File: config.mk
export PLATFORM = sky130hd
export DESIGN_NAME = hiss_rx_serializer
export DESIGN_NICKNAME = d
export VERILOG_FILES = /design/src/rtl/hiss_rx_serializer_pkg.sv /design/src/rtl/hiss_rx_serializer_fifo.sv /design/src/rtl/hiss_rx_serializer.sv
export SDC_FILE = /design/constraint.sdc
export NUM_CORES = 1
export LEC_CHECK = 0
export BUFFER_PORTS_ARGS = -buffer_cell sky130_fd_sc_hd__buf_2
export CORE_MARGIN = 5
export CORE_UTILIZATION = 60
export CTS_CLUSTER_SIZE = 25
export DETAILED_ROUTE_END_ITERATION = 16
export GPL_ROUTABILITY_DRIVEN = 0
export PLACE_DENSITY = 0.8
export SKIP_LAST_GASP = 1
export SYNTH_ARGS = -nofsm -noshare
export SYNTH_HDL_FRONTEND = slang
export SYNTH_HIERARCHICAL = 1
export SYNTH_SLANG_ARGS = --single-unit
File: constraint.sdc
create_clock -name clk -period 5.6 [get_ports clk]
set_input_delay 0.56 -clock clk [delete_from_list [all_inputs] [get_ports clk]]
set_output_delay 0.56 -clock clk [all_outputs]
set_load 0.02 [all_outputs]
File: src/rtl/hiss_rx_serializer_pkg.sv
// HISS RX serializer shared types.
// FSM encoding and counter sizing helper.
package hiss_rx_serializer_pkg;

  typedef enum logic [1:0] {
    ST_IDLE   = 2'd0,
    ST_WARMUP = 2'd1,
    ST_SHIFT  = 2'd2,
    ST_TAIL   = 2'd3
  } hiss_state_t;

  function automatic int cnt_w(input int n);
    return (n < 2) ? 1 : $clog2(n);
  endfunction

endpackage

File: src/rtl/hiss_rx_serializer_fifo.sv
// Sample-pair FIFO for the HISS RX serializer.
// Push is refused when full, even alongside a pop.
module hiss_rx_serializer_fifo #(
  parameter int W = 16,
  parameter int D = 4
) (
  input  logic                 clk,
  input  logic                 rst,
  input  logic                 push,
  input  logic                 pop,
  input  logic [W-1:0]         wdata,
  output logic [W-1:0]         rdata,
  output logic                 full,
  output logic                 empty,
  output logic [$clog2(D):0]   level
);

  localparam int AW = $clog2(D);

  logic [W-1:0]  mem [D];
  logic [AW-1:0] wp;
  logic [AW-1:0] rp;
  logic          do_push;
  logic          do_pop;

  assign full    = (level == (AW+1)'(D));
  assign empty   = (level == '0);
  assign do_push = push & ~full;
  assign do_pop  = pop & ~empty;
  assign rdata   = mem[rp];

  always_ff @(posedge clk) begin
    if (do_push) mem[wp] <= wdata;
  end

  always_ff @(posedge clk or posedge rst) begin
    if (rst) begin
      wp    <= '0;
      rp    <= '0;
      level <= '0;
    end else begin
      if (do_push) wp <= wp + 1'b1;
      if (do_pop)  rp <= rp + 1'b1;
      unique case ({do_push, do_pop})
        2'b10:   level <= level + 1'b1;
        2'b01:   level <= level - 1'b1;
        default: level <= level;
      endcase
    end
  end

endmodule

File: src/rtl/hiss_rx_serializer.sv
// HISS RX serializer: FIFO-buffered I/Q pairs shifted MSB-first
// onto the pad with a forwarded bit clock and sequenced enables.
module hiss_rx_serializer
  import hiss_rx_serializer_pkg::*;
#(
  parameter int SAMPLE_W    = 8,
  parameter int FIFO_DEPTH  = 4,
  parameter int HALF_CYC    = 2,
  parameter int WARMUP_BITS = 4,
  parameter int TAIL_BITS   = 2
) (
  input  logic                          clk,
  input  logic                          rst,
  input  logic                          en,
  input  logic                          s_valid,
  output logic                          s_ready,
  input  logic [SAMPLE_W-1:0]           s_i,
  input  logic [SAMPLE_W-1:0]           s_q,
  output logic                          hiss_rxi,
  output logic                          hiss_rxq,
  output logic                          hiss_clk,
  output logic                          hiss_rxien,
  output logic                          hiss_rxqen,
  output logic                          hiss_clken,
  output logic                          busy,
  output logic                          underrun,
  output logic [$clog2(FIFO_DEPTH):0]   fifo_level
);

  localparam int PER = 2 * HALF_CYC;
  localparam int PW  = cnt_w(PER);
  localparam int BW  = cnt_w(SAMPLE_W + WARMUP_BITS + TAIL_BITS);

  hiss_state_t           state_q;
  hiss_state_t           state_d;
  logic [PW-1:0]         ph_q;
  logic [PW-1:0]         ph_d;
  logic [BW-1:0]         bc_q;
  logic [BW-1:0]         bc_d;
  logic [SAMPLE_W-1:0]   shi_q;
  logic [SAMPLE_W-1:0]   shi_d;
  logic [SAMPLE_W-1:0]   shq_q;
  logic [SAMPLE_W-1:0]   shq_d;
  logic [2*SAMPLE_W-1:0] head;
  logic                  full;
  logic                  empty;
  logic                  pop;
  logic                  und_d;
  logic                  pend;
  logic                  have;

  hiss_rx_serializer_fifo #(
    .W (2*SAMPLE_W),
    .D (FIFO_DEPTH)
  ) u_fifo (
    .clk   (clk),
    .rst   (rst),
    .push  (s_valid),
    .pop   (pop),
    .wdata ({s_i, s_q}),
    .rdata (head),
    .full  (full),
    .empty (empty),
    .level (fifo_level)
  );

  assign s_ready = ~full;
  assign busy    = (state_q != ST_IDLE);
  assign pend    = (ph_q == PW'(PER-1));
  assign have    = en & ~empty;

  always_comb begin
    state_d = state_q;
    ph_d    = '0;
    bc_d    = bc_q;
    shi_d   = shi_q;
    shq_d   = shq_q;
    pop     = 1'b0;
    und_d   = 1'b0;
    if (state_q != ST_IDLE)
      ph_d = pend ? '0 : ph_q + 1'b1;
    unique case (state_q)
      ST_IDLE: begin
        if (have) begin
          state_d = ST_WARMUP;
          bc_d    = '0;
        end
      end
      ST_WARMUP: begin
        if (pend) begin
          if (bc_q == BW'(WARMUP_BITS-1)) begin
            bc_d = '0;
            if (!empty) begin
              pop     = 1'b1;
              state_d = ST_SHIFT;
            end else begin
              state_d = ST_TAIL;
            end
          end else begin
            bc_d = bc_q + 1'b1;
          end
        end
      end
      ST_SHIFT: begin
        if (pend) begin
          if (bc_q == BW'(SAMPLE_W-1)) begin
            bc_d = '0;
            if (have) begin
              pop = 1'b1;
            end else begin
              state_d = ST_TAIL;
              und_d   = en;
            end
          end else begin
            bc_d  = bc_q + 1'b1;
            shi_d = {shi_q[SAMPLE_W-2:0], 1'b0};
            shq_d = {shq_q[SAMPLE_W-2:0], 1'b0};
          end
        end
      end
      ST_TAIL: begin
        if (pend) begin
          if (have) begin
            pop     = 1'b1;
            state_d = ST_SHIFT;
            bc_d    = '0;
          end else if (bc_q == BW'(TAIL_BITS-1)) begin
            state_d = ST_IDLE;
            bc_d    = '0;
          end else begin
            bc_d = bc_q + 1'b1;
          end
        end
      end
      default: state_d = ST_IDLE;
    endcase
    if (pop) {shi_d, shq_d} = head;
  end

  always_ff @(posedge clk or posedge rst) begin
    if (rst) begin
      state_q <= ST_IDLE;
      ph_q    <= '0;
      bc_q    <= '0;
      shi_q   <= '0;
      shq_q   <= '0;
    end else begin
      state_q <= state_d;
      ph_q    <= ph_d;
      bc_q    <= bc_d;
      shi_q   <= shi_d;
      shq_q   <= shq_d;
    end
  end

  // pad flops load from next-state values so they align with the FSM
  always_ff @(posedge clk or posedge rst) begin
    if (rst) begin
      hiss_rxi   <= 1'b0;
      hiss_rxq   <= 1'b0;
      hiss_clk   <= 1'b0;
      hiss_rxien <= 1'b0;
      hiss_rxqen <= 1'b0;
      hiss_clken <= 1'b0;
      underrun   <= 1'b0;
    end else begin
      hiss_rxi   <= (state_d == ST_SHIFT) & shi_d[SAMPLE_W-1];
      hiss_rxq   <= (state_d == ST_SHIFT) & shq_d[SAMPLE_W-1];
      hiss_clk   <= (state_d != ST_IDLE) & (ph_d >= PW'(HALF_CYC));
      hiss_rxien <= (state_d != ST_IDLE);
      hiss_rxqen <= (state_d != ST_IDLE);
      hiss_clken <= (state_d != ST_IDLE);
      underrun   <= und_d;
    end
  end

endmodule

==> reports/metrics.cfg <==
[logic_synthesis]
synth-seq-cells=100
synthCells=257
yosysTopAreaCell=edfxtp_1
async_flop_share_pct=36.0
ys_warn_count=6
synth.distinct_cells=58
synth_top_area_share_pct=44.7
synth.net_count=286
avgSynthCellArea_um2=16.7
yosysSeqAreaShare_pct=65.7
synthesis.area_mm2=0.00430
synthTopCellsByArea=edfxtp_1, dfrtp_1, mux4_1, mux4_2, and2_1
synth_ff_type=edfxtp_1
synth_edf_count=64

[sta]
setup_viol=0
fin_ws_ns=2.42
tns_ns=0
fin_crit_sh_pct=56.7
worst_slew_margin_rel_pct=17.4
fmax_mhz=315
tightest_slew_ns=1.24
fin_crit_ns=3.18
rsz0062_at_grt=no
finalHoldViolCount=0
drv_slew=0
skew_ns=0.00879

[routing]
num_vias=2251
drc=0
viasPerCell=5.80
wl_mm=7.00
routedWlPerCell_um=18.0
drt_iter0_drc=105
dr.pass1.iters=4
antenna_left=0

[floorplanning]
rows=30
die_w_um=94.6
die_y_um=94.6
core_area_mm2=0.00687
start_util_pct=62.6
dieArea_mm2=0.00896
ios=32

[cells_and_area]
antenna-diode-count=0
area_delta_synth_final_pct=8.94
num-fill-cells=466
layout.nets=316
drive_gt1_share_pct=26.4
mostFrequentLayoutCells=edfxtp_1, dfrtp_1, buf_2
final_common_cell=edfxtp_1

[global_routing]
antenna_found_initial=0
grt_max_degree=30
grt.total_usage_pct=17.5
first_global_vias=2271
grt_pass1_wl_mm=11.6
grt_overflow=0

[pwr]
p_int_w=0.00156
fin_total_pwr_w=0.00235
power.switching_w=0.000795
p_seq_share_pct=49.5
pwr-share-clk_pct=19.7
ir_drop_uv=261
combPwrFrac_pct=30.8
switching_share_pct=33.8
leakagePower_nw=1.78
p_per_area_mw_per_mm2=503

[worst_setup_path]
worstSetupStartpointType=flop
crit_slowest_cell=dfrtp_1
crit_start=bc_q[0]$_DFFE_PP0P_
crit_chain=ha_1, or3b_4, or3_4, a21o_4, clkinv_4, o31a_1, ha_1, inv_1, fa_1, xor2_1, nor2_1, xor2_1
worstSetupEndpointType=flop
path_class=flop to flop
crit_required_ns=5.88
crit_fanout=15
cp.arrival_ns=3.46
max_stage_delay_ns=0.43
r2r_start=bc_q[0]$_DFFE_PP0P_

[placed_design]
hpwl_mm=4.55
portBuffers=31
pre_cts_ws_ns=2.45

[clock_network]
clockBufferDepth=2
cts_resized=0
holdBufCountCts=0
post_cts_buffers=0
clk_latency_ns=0.35
cts_made_buffers=9
htree_levels=3
cts_tree=yes
cts.clk_slew.worst_paths_ns=0.09
root_buffer=clkbuf_8
numClockSinks=100

[flow_run]
drv_cap=0

[status]
status=finished, final reports clean

[min_path]
min_path_type=input port to asynchronous set/reset pin

-- through the flow --
stage	util [%]	area, um^2	hold slack, ns	cells
after floorplan	-	4300	0.363	257
after global placement	65.1	4470	0.427	372
after detailed placement	65.1	4470	0.435	372
after CTS	68.2	4680	0.119	388
after global routing	68.2	4680	0.145	388
final	68.2	4680	0.132	388
-- area by class of cell --
class                           instances  area [um^2]  share of cell area [%]
Clock buffer                            9          124                    2.65
Clock inverter                          7         83.8                    1.79
Inverter                               16         65.1                    1.39
Multi-Input combinational cell        129         1310                    28.0
Sequential cell                       100         2820                    60.3
Tap cell                               96          120                    2.57
Timing Repair Buffer                   31          155                    3.31
-- sequential cells by signal (all words and copies together), names as in the netlist, 2 cells and up --
name and cells:
shq_q 8, ph_q 2, u_fifo/rp 2, u_fifo/mem 64
u_fifo/level 3, bc_q 4, state_q 2, u_fifo/wp 2
shi_q 8
-- cell families after synthesis --
| group | count (synthesis) | share of synthesized area, % |
|---|---|---|
| flops | 100 | 65.7 |
| compound gates | 43 | 8.73 |
| mux | 21 | 10.3 |
| fa+ha+maj | 9 | 2.79 |
| simple gates | 50 | 7.48 |
| buf+inv | 28 | 3.81 |
| xor+xnor | 6 | 1.22 |
-- power by group through the flow --
stage	clock network [W]	logic (W)	registers [W]
after detailed placement	0	0.000732	0.00118
final	0.000463	0.000725	0.00117
after floorplan	0	0.000637	0.00111
after CTS	0.000474	0.000734	0.00117
after global placement	0	0.000715	0.00117
after global routing	0.000508	0.000799	0.00120
-- per-layer routing --
| metal | routed length (um) | part of all wire, % | track usage, % | up-vias |
|---|---|---|---|---|
| met1 | 3140 | 45 | 23.8 | 1124 |
| met3 | 347 | 5.0 | 5.34 | 8 |
| met5 | 0 | 0 | 0 | - |
| li1 | - | - | - | 1060 |
| met2 | 3450 | 49 | 27.2 | 59 |
| met4 | 68 | 0.97 | 5.29 | 0 |
-- critical path: cells and delay by family (launching register included) --
kind	cells	cell delay, ns
flops	1	0.43
xor+xnor	2	0.30
fa+ha+maj	3	0.80
compound gates	2	0.47
buf+inv	2	0.18
simple gates	3	0.92
-- synthesized netlist by cell type (4+ instances only) --
| master | instances |
|---|---|
| a21oi_1 | 7 |
| a221o_1 | 6 |
| a221o_2 | 6 |
| and2_1 | 17 |
| dfrtp_1 | 36 |
| edfxtp_1 | 64 |
| ha_1 | 8 |
| inv_1 | 15 |
| mux2i_1 | 4 |
| mux4_1 | 8 |
| mux4_2 | 8 |
| nand2_1 | 4 |
| nor2_1 | 4 |
| nor3_1 | 4 |
-- worst paths after layout --
check / to / slack, ns / cells past startpoint
worst max-delay path: u_fifo/level[2]$_DFFE_PP0P_ / 2.42 / 12
worst min-delay path: u_fifo/level[0]$_DFFE_PP0P_ / 0.13 / 2
worst max register to register: u_fifo/level[2]$_DFFE_PP0P_ / 2.42 / 12
worst min register to register: ph_q[0]$_DFF_PP0_ / 0.46 / 1
max in group asynchronous: shi_q[4]$_DFFE_PP0P_ / 4.50 / 2
min in group clk: u_fifo/mem[1][8]$_DFFE_PP_ / 0.41 / 1
Note: power is estimated with default switching activity, not from simulation.
